`config.mk`:
```
export PLATFORM = sky130hd
export DESIGN_NAME = qspi_xip_read_engine
export DESIGN_NICKNAME = d
export VERILOG_FILES = /design/src/rtl/qspi_pkg.sv /design/src/rtl/qspi_sck_gen.sv /design/src/rtl/qspi_xip_read_engine.sv
export SDC_FILE = /design/constraint.sdc
export NUM_CORES = 1
export LEC_CHECK = 0
export BUFFER_PORTS_ARGS = -buffer_cell sky130_fd_sc_hd__buf_2
export CAP_MARGIN = 25
export CORE_MARGIN = 5
export CORE_UTILIZATION = 55
export DETAILED_ROUTE_END_ITERATION = 10
export PLACE_DENSITY = 0.83
export SYNTH_ARGS = -nofsm -noshare
export SYNTH_HDL_FRONTEND = slang
export SYNTH_SLANG_ARGS = --single-unit
```
`constraint.sdc`:
```
create_clock -name h_clk -period 3.3 [get_ports h_clk]
set_input_delay 0.99 -clock h_clk [delete_from_list [all_inputs] [get_ports h_clk]]
set_output_delay 0.99 -clock h_clk [all_outputs]
set_load 0.02 [all_outputs]
```
`src/rtl/qspi_pkg.sv`:
```
// Shared types and opcodes for the QSPI execute-in-place read engine.
package qspi_pkg;

   typedef enum logic [2:0] {
      StIdle,
      StCmd,
      StAddr,
      StMode,
      StDummy,
      StData,
      StCsHold
   } xip_state_e;

   localparam logic [7:0] CmdQuadIoRead = 8'hEB;
   localparam logic [7:0] ModeContRead  = 8'hA0;

endpackage

```
`src/rtl/qspi_sck_gen.sv`:
```
// SPI mode-0 clock divider; strobes mark the h_clk cycle that drives SCK high or low.
module qspi_sck_gen #(
   parameter int unsigned SckHalf = 2
) (
   input  logic clk_i,
   input  logic rst_ni,
   input  logic run_i,
   input  logic stall_i,
   output logic sck_o,
   output logic rise_stb_o,
   output logic fall_stb_o
);

   logic [3:0] div_q, div_d;
   logic       sck_q, sck_d;
   logic       adv;
   logic       toggle;

   always_comb begin
      // A stall only freezes the low phase so a started high phase always completes.
      adv        = run_i && !(stall_i && !sck_q);
      toggle     = adv && (div_q == 4'(SckHalf - 1));
      rise_stb_o = toggle && !sck_q;
      fall_stb_o = toggle && sck_q;
      div_d      = div_q;
      sck_d      = sck_q;
      if (!run_i) begin
         div_d = '0;
         sck_d = 1'b0;
      end else if (toggle) begin
         div_d = '0;
         sck_d = !sck_q;
      end else if (adv) begin
         div_d = div_q + 4'd1;
      end
   end

   always_ff @(posedge clk_i or negedge rst_ni) begin
      if (!rst_ni) begin
         div_q <= '0;
         sck_q <= 1'b0;
      end else begin
         div_q <= div_d;
         sck_q <= sck_d;
      end
   end

   assign sck_o = sck_q;

endmodule

```
`src/rtl/qspi_xip_read_engine.sv`:
```
// Quad-IO fast read (0xEB) engine: streams flash data into a read FIFO until told to break.
module qspi_xip_read_engine
   import qspi_pkg::*;
#(
   parameter int unsigned SCK_HALF    = 2,
   parameter int unsigned CS_HIGH_CYC = 4,
   parameter int unsigned DUMMY_CYC   = 4
) (
   input  logic        h_clk,
   input  logic        h_rstn,
   input  logic        start_new_xip_seq_in,
   input  logic        break_seq_in,
   input  logic [23:0] xip_addr_in,
   output logic        qspi_busy_out,
   input  logic        rd_fifo_full_in,
   output logic        rd_fifo_wr_en_out,
   output logic [31:0] rd_fifo_wdata_out,
   output logic        qspi_sck_out,
   output logic        qspi_cs_n_out,
   output logic [3:0]  qspi_io_out,
   output logic [3:0]  qspi_io_oe_out,
   input  logic [3:0]  qspi_io_in
);

   xip_state_e  state_q, state_d;
   logic [7:0]  cnt_q, cnt_d;
   logic [31:0] sr_q, sr_d;
   logic [31:0] data_q, data_d;
   logic        pending_q, pending_d;
   logic        run, push, brk_take;
   logic        sck, rise_stb, fall_stb;

   qspi_sck_gen #(
      .SckHalf(SCK_HALF)
   ) u_sck_gen (
      .clk_i     (h_clk),
      .rst_ni    (h_rstn),
      .run_i     (run),
      .stall_i   (pending_q),
      .sck_o     (sck),
      .rise_stb_o(rise_stb),
      .fall_stb_o(fall_stb)
   );

   always_comb begin
      state_d   = state_q;
      cnt_d     = cnt_q;
      sr_d      = sr_q;
      data_d    = data_q;
      pending_d = pending_q;
      run       = state_q inside {StCmd, StAddr, StMode, StDummy, StData};
      push      = pending_q && !rd_fifo_full_in && (state_q == StData);
      // Never leave while SCK is high or about to go high.
      brk_take  = break_seq_in && ((!sck && !rise_stb) || fall_stb);

      unique case (state_q)
         StIdle: begin
            if (start_new_xip_seq_in) begin
               state_d = StCmd;
               // Address rides behind the opcode and reaches the top after 8 single-bit shifts.
               sr_d    = {CmdQuadIoRead, xip_addr_in};
               cnt_d   = '0;
               data_d  = '0;
            end
         end
         StCmd, StAddr, StMode, StDummy: begin
            if (rise_stb) cnt_d = cnt_q + 8'd1;
            if (fall_stb) begin
               sr_d = (state_q == StCmd) ? {sr_q[30:0], 1'b0} : {sr_q[27:0], 4'h0};
               unique case (state_q)
                  StCmd: if (cnt_q == 8'd8) begin
                     state_d = StAddr;
                     cnt_d   = '0;
                  end
                  StAddr: if (cnt_q == 8'd6) begin
                     state_d = StMode;
                     cnt_d   = '0;
                     sr_d    = {ModeContRead, 24'h0};
                  end
                  StMode: if (cnt_q == 8'd2) begin
                     state_d = StDummy;
                     cnt_d   = '0;
                  end
                  default: if (cnt_q == 8'(DUMMY_CYC)) begin
                     state_d = StData;
                     cnt_d   = '0;
                  end
               endcase
            end
         end
         StData: begin
            if (rise_stb) begin
               data_d[{cnt_q[2:1], ~cnt_q[0], 2'b00} +: 4] = qspi_io_in;
               cnt_d = {5'd0, cnt_q[2:0] + 3'd1};
               if (cnt_q[2:0] == 3'd7) pending_d = 1'b1;
            end
            if (push) pending_d = 1'b0;
         end
         StCsHold: begin
            if (cnt_q == 8'(CS_HIGH_CYC - 1)) begin
               state_d = StIdle;
               cnt_d   = '0;
            end else begin
               cnt_d = cnt_q + 8'd1;
            end
         end
         default: state_d = StIdle;
      endcase

      if (run && brk_take) begin
         state_d   = StCsHold;
         cnt_d     = '0;
         pending_d = 1'b0;
      end
   end

   always_ff @(posedge h_clk or negedge h_rstn) begin
      if (!h_rstn) begin
         state_q   <= StIdle;
         cnt_q     <= '0;
         sr_q      <= '0;
         data_q    <= '0;
         pending_q <= 1'b0;
      end else begin
         state_q   <= state_d;
         cnt_q     <= cnt_d;
         sr_q      <= sr_d;
         data_q    <= data_d;
         pending_q <= pending_d;
      end
   end

   always_comb begin
      qspi_io_out    = '0;
      qspi_io_oe_out = '0;
      unique case (state_q)
         StCmd: begin
            qspi_io_out    = {3'b000, sr_q[31]};
            qspi_io_oe_out = 4'b0001;
         end
         StAddr, StMode: begin
            qspi_io_out    = sr_q[31:28];
            qspi_io_oe_out = 4'b1111;
         end
         default: ;
      endcase
   end

   assign qspi_busy_out     = (state_q != StIdle);
   assign qspi_cs_n_out     = !run;
   assign qspi_sck_out      = sck;
   assign rd_fifo_wr_en_out = push;
   assign rd_fifo_wdata_out = data_q;

endmodule

```
Yosys cells after proc, flatten, opt, wreduce, memory -nomap -nowiden
Index checks and enable logic that the tools add are counted.
{"block": "totals", "reg_bits": 81, "in_bits": 33, "out_inout_bits": 44, "word_cells": 117}
{"block": "op_classes", "n_addsub": 4, "eq_ne": 27, "shifts": 2, "n_mux": 44, "n_bitwise": 1, "n_reduce_logical": 32}
{"cell": "$mux 32", "n": 7}
{"cell": "$pmux 32 s2", "n": 2}
{"cell": "$mux 8", "n": 10}
{"cell": "$bwmux 32", "n": 1}
{"cell": "$pmux 8 s4", "n": 1}
{"cell": "$shift 4x7->32 const A", "n": 1}
{"cell": "$shiftx 4x7->32", "n": 1}
{"cell": "$mux 3", "n": 8}
{"cell": "$pmux 8 s3", "n": 1}
{"cell": "$eq 8x2->1 const B", "n": 2}
{"cell": "$eq 8x3->1 const B", "n": 2}
{"cell": "$pmux 4 s2", "n": 2}
{"cell": "$eq 3x3->1 const B", "n": 4}
{"cell": "$mux 4", "n": 3}
{"cell": "$ne 3x3->1 const B", "n": 4}
{"cell": "$ne 4x4->1 const B", "n": 3}
{"cell": "$pmux 3 s4", "n": 1}
{"cell": "$reduce_and 3->1", "n": 4}
{"cell": "$logic_and 1x1->1", "n": 10}
{"cell": "$reduce_bool 5->1", "n": 2}
{"cell": "$pmux 3 s3", "n": 1}
{"cell": "$reduce_bool 3->1", "n": 3}
{"cell": "$add 8x1->8 const B", "n": 1}
{"cell": "$eq 8x4->1 const B", "n": 1}
{"cell": "other kinds (19)", "n": 35}

Depth between registers and ports, before layout
{"block": "depth", "depth_word": 13, "ltp_mapped": 14, "ltp_nobuf": 11}

By module
A second synthesis with hierarchy kept.
{"block": "hier_totals", "hier_cells": 493, "area_unflattened_um2": 4521.8}
{"mod": "qspi_xip_read_engine", "n_inst": 1, "cells_each": 462, "area_each_um2": 4236.6}
{"mod": "qspi_sck_gen", "n_inst": 1, "cells_each": 31, "area_each_um2": 285.3}

Worst setup path after synthesis
OpenSTA, ideal clock, no wires.
{"block": "synth_path", "path_type": "reg2reg", "startpoint": "reg state_q[2]", "endpoint": "reg cnt_q[3]", "setup_ns": 0.064, "arrival_time_ns": 3.086, "required_ns": 3.236, "slack_ns": 0.150, "stages_incl_launch_ff": 14, "n_path_buf": 3, "path_cell_list": "dfrtp_1 clkbuf_8 clkbuf_1 clkbuf_1 nand2_1 nand2_1 nor3_1 ha_1 a2bb2oi_1 o221ai_1 nor2_1 o311ai_2 a211oi_1 a211o_1"}
{"block": "synth_via", "elab_chain_len": 12, "word_cells_on_any_way": 31, "cone_classes": "eq/ne (8); mux (9); reduce/logical (14)"}
{"item": "start, declared", "line": "qspi_xip_read_engine.sv:25", "text": "xip_state_e state_q, state_d;"}
{"item": "start signal, assigned", "line": "qspi_xip_read_engine.sv:119", "text": "state_q <= StIdle;"}
{"item": "start signal, assigned", "line": "qspi_xip_read_engine.sv:125", "text": "state_q <= state_d;"}
{"item": "parallel branches: the longest is 12 deep, another holds $mux 8"}
{"item": "end signal, assigned", "line": "qspi_xip_read_engine.sv:126", "text": "cnt_q <= cnt_d;"}
{"item": "end, declared", "line": "qspi_xip_read_engine.sv:26", "text": "logic [7:0] cnt_q, cnt_d;"}
Several ways; the timed one is not identified.
A chain may end at the register's enable or synchronous reset.

Final worst setup path
{"block": "layout_path", "startpoint": "reg state_q[1]", "endpoint": "reg cnt_q[3]"}
Same word-level chain as after synthesis.

==> run metrics <==
mean instance size in the synthesized netlist=8.979 sq um; number of setup violations in the final report=0; vias in the first global route=4010; Layout Skew=14.10 ps; critical path arrival=3320 ps; GRT overflow=0; Total GRT Usage=0.2307; FILL cells=694; buffer levels on the longest clock path=2; fin crit share=0.9146; wire length of the first global-routing pass=19220 um; post-CTS setup-driven buffer insertion count=0; number of cell instances on the worst register-to-register path=11; internal portion of total power=2.562 mW; number of H-tree levels=3; share of async-settable or async-resettable flops after synthesis=1.000; cell taking the most area after synthesis=sky130_fd_sc_hd__dfrtp_1; first-pass iteration count of the detailed router=6; share of total power in combinational logic=0.482; DIE WIDTH=102.2 um; unrepaired setup endpoints after global routing=false; area grow syn2layout=14.90%; fraction of power consumed by the clock network=0.185; DP Wirelength=8379 um; Max stage delay cell, worst path=sky130_fd_sc_hd__or3_1; PortBufs=76; Slew HR=0.5300; Seq/Total Area, Yosys=0.4333; clock sink count=81; count of buffering cells on the critical path with inverters included=1; area share of the largest cell type after synthesis=0.4333; Skew-Pair Late Insertion Delay=360 ps; top cell family by delay on the critical path=simple AND/OR/NAND/NOR gates; die height=102.2 um; Hold/Removal Path Class=flop to flop; vias after detailed routing=4193; DRC marker count from the first detailed-route iteration=278; XOR/XNOR share of the synthesized area=0.001872; element type at the critical path end=flop; Post-Synth Simple-Gate Area=0.2062; total net switching power=2.038 mW; Reg power frac=0.333; portion of netlist area occupied by mux cells=0.05590; maximum operating frequency=0.3313 GHz; clock tree root buffer cell=sky130_fd_sc_hd__clkbuf_8; maximum number of pins on one net before global-route repair=55; number of vias per cell after detailed routing=5.999; Power, Total=4.600 mW; cell area after layout=5375 sq um; compound-gate portion of the synthesized area=0.2214; floorplan row count=33; outcome=completed; Cell Pwr Density=855.8 nW/um^2; syn_nets=565; delay of the slowest critical-path stage=490 ps; number of standard cells after synthesis=521; number of distinct library cells after synthesis=66; Register-to-Register Setup Slack=280 ps; post-synth design cell area=4678 sq um; initial antenna violation count=0; leading post-synthesis cells by cell area=sky130_fd_sc_hd__dfrtp_1 (43%), sky130_fd_sc_hd__a21oi_1 (7.0%), sky130_fd_sc_hd__mux2i_1 (5.3%); starting density of the core=0.5665; Worst Path Max Fanout=9; Post-Synth Adder-Cell Area=0.03156; Num CTS Buffers=9; predominant post-synthesis flop cell=sky130_fd_sc_hd__dfrtp_1; nets=633; startpoint of the most critical register-to-register path=state_q[1]$_DFFE_PN0P_; count of flip-flops with a built-in enable after synthesis=0; worst reg2reg path endpoint=cnt_q[3]$_DFFE_PN0P_; core footprint=8258 sq um; Die ar.=10450 sq um; share of cells above drive strength 1=0.2138; final weighted congestion in routability-driven placement=0.8977; Core Util, Final=0.6509; clock transition time at the flip-flop clock pins of the worst setup and hold paths=90 ps; Final Hold Fails=0; instance area after placement=5140 sq um; DRC violation count after routing=0; Wirelength per Cell=16.62 um; I/O pin count=77; Max Transition Viols Final=0; leakage component of the power=2.563 nW; Yosys Warn Count=0; share of total power consumed by net switching=0.4431; category of the critical setup timing path=flop to flop; Setup TNS=0 ps; critical path launch point type=flop; Least-Margin Pin Slew=698.7 ps; post-synthesis sequential element count=81; number of cells on the critical path=11; endpoint required time on the critical path=3600 ps; chain of cells forming the critical path=or3_1, nand2_1, nor3_2, ha_1, a2bb2oi_1, o221ai_1, buf_4, nor2_1, o311ai_2, a211oi_1, a211o_1; max-cap viol count=0; CTS tree=yes; Critical path origin=state_q[1]$_DFFE_PN0P_; Period minus WS final=3018 ps; Total Routed Length=11620 um; number of antenna repair diodes=0; VDD IR-drop max=0.4902 mV; capturing instance or port of the critical path=cnt_q[3]$_DFFE_PN0P_; count of antenna-violating nets left after detailed routing=0; main combinational cell family by area after synthesis=compound AO/OA/AOI/OAI gates
[final cells by class]
type                            instances  area [sq um]  area share
Inverter                               11         41.29    0.007682
Clock inverter                          7         106.4     0.01979
Timing Repair Buffer                   91         508.0     0.09451
Sequential cell                        81          2027      0.3771
Multi-Input combinational cell        395          2437      0.4534
Tap cell                              105         131.4     0.02444
Clock buffer                            9         123.9     0.02304
[metrics by stage]
step | instances | hold slack [ps] | worst slack [ps]
floorplan | 521 | 473.8 | 149.6
global placement | 683 | 456.6 | 455.7
detailed placement | 683 | 470.2 | 308.8
CTS | 699 | 492.6 | 260.6
global route | 699 | 505.0 | 25.51
finish | 699 | 486.6 | 281.9
[Yosys cell counts, types with 3 or more instances]
cell type,count
sky130_fd_sc_hd__o21ai_0,24
sky130_fd_sc_hd__nor4_1,3
sky130_fd_sc_hd__buf_1,3
sky130_fd_sc_hd__o22a_1,5
sky130_fd_sc_hd__nor2_1,53
sky130_fd_sc_hd__inv_1,11
sky130_fd_sc_hd__clkbuf_8,4
sky130_fd_sc_hd__a21oi_1,65
sky130_fd_sc_hd__or2_2,3
sky130_fd_sc_hd__a22oi_1,4
sky130_fd_sc_hd__and2_1,9
sky130_fd_sc_hd__a31oi_1,5
sky130_fd_sc_hd__a211oi_1,3
sky130_fd_sc_hd__mux2i_1,25
sky130_fd_sc_hd__nand3b_1,3
sky130_fd_sc_hd__buf_4,3
sky130_fd_sc_hd__nand3_1,17
sky130_fd_sc_hd__dfrtp_1,81
sky130_fd_sc_hd__buf_2,4
sky130_fd_sc_hd__clkbuf_1,19
sky130_fd_sc_hd__nand2b_1,5
sky130_fd_sc_hd__nand2_1,57
sky130_fd_sc_hd__a32o_1,8
sky130_fd_sc_hd__o2bb2ai_1,4
sky130_fd_sc_hd__nor2b_1,8
sky130_fd_sc_hd__o22ai_1,4
sky130_fd_sc_hd__nor3_1,27
sky130_fd_sc_hd__a22o_1,6
sky130_fd_sc_hd__ha_1,11
[layout by cell type, fill, tap and decap left out, drive strengths merged, types with 11 or more instances in the layout]
master / netlist / final
dfrtp: 81 / 81
nor2: 53 / 53
buf: 11 / 91
nand2: 58 / 58
a21oi: 65 / 65
mux2i: 25 / 25
inv: 11 / 15
nor3: 27 / 27
nand3: 17 / 17
ha: 11 / 11
o21ai: 27 / 27
[cell families (layout without fill, tap and decap cells)]
kind of cell / count (synthesis) / after routing
AOI/OAI and AO/OA: 156 / 156
xor gates and xnor gates: 1 / 1
and+or+nand+nor: 200 / 200
muxes: 26 / 26
DFF: 81 / 81
adders and majority gates: 12 / 12
buffers and inverters: 45 / 118
[repair_timing]
item	CTS	global route
gates resized for setup	0	1
hold buffers	0	0
endpoints found under the setup margin	0	1
[worst min path at each step]
stage / from / endpoint / depth (start not counted)
finish: rd_fifo_wdata_out[21]$_DFFE_PN0P_ / rd_fifo_wdata_out[21]$_DFFE_PN0P_ / 2
global placement: rd_fifo_wdata_out[9]$_DFFE_PN0P_ / rd_fifo_wdata_out[9]$_DFFE_PN0P_ / 2
floorplan: sr_q[30]$_DFFE_PN0P_ / sr_q[30]$_DFFE_PN0P_ / 1
global route: rd_fifo_wdata_out[26]$_DFFE_PN0P_ / rd_fifo_wdata_out[26]$_DFFE_PN0P_ / 1
detailed placement: rd_fifo_wdata_out[14]$_DFFE_PN0P_ / rd_fifo_wdata_out[14]$_DFFE_PN0P_ / 2
CTS: rd_fifo_wdata_out[14]$_DFFE_PN0P_ / rd_fifo_wdata_out[14]$_DFFE_PN0P_ / 2
[tightest hold or removal path, cell delays in order (launching register included)]
cell,delay (ps)
sky130_fd_sc_hd__dfrtp_1,350
sky130_fd_sc_hd__nand2_1,50
sky130_fd_sc_hd__o21ai_0,60
[registers in the layout, indices dropped and copies added, names as in the netlist]
register and count:
cnt_q 8, pending_q 1, rd_fifo_wdata_out 32, sr_q 32
state_q 3, u_sck_gen.div_q 4, u_sck_gen.sck_o 1
[metal layers]
| metal | track usage | share of wire |
|---|---|---|
| met2 | 0.3833 | 0.51 |
| met5 | 0 | 0 |
| met4 | 0.07871 | 0.020 |
| met1 | 0.2956 | 0.42 |
| met3 | 0.05666 | 0.054 |
[power by group through the flow]
stage	clock network (mW)	logic (mW)	registers, mW
after floorplan	0	1.78	1.45
after global placement	0	2.10	1.53
after detailed placement	0	2.17	1.54
after CTS	0.860	2.19	1.53
after global routing	0.908	2.47	1.57
final	0.850	2.22	1.53
No activity file was read; power rests on OpenSTA's default activity.
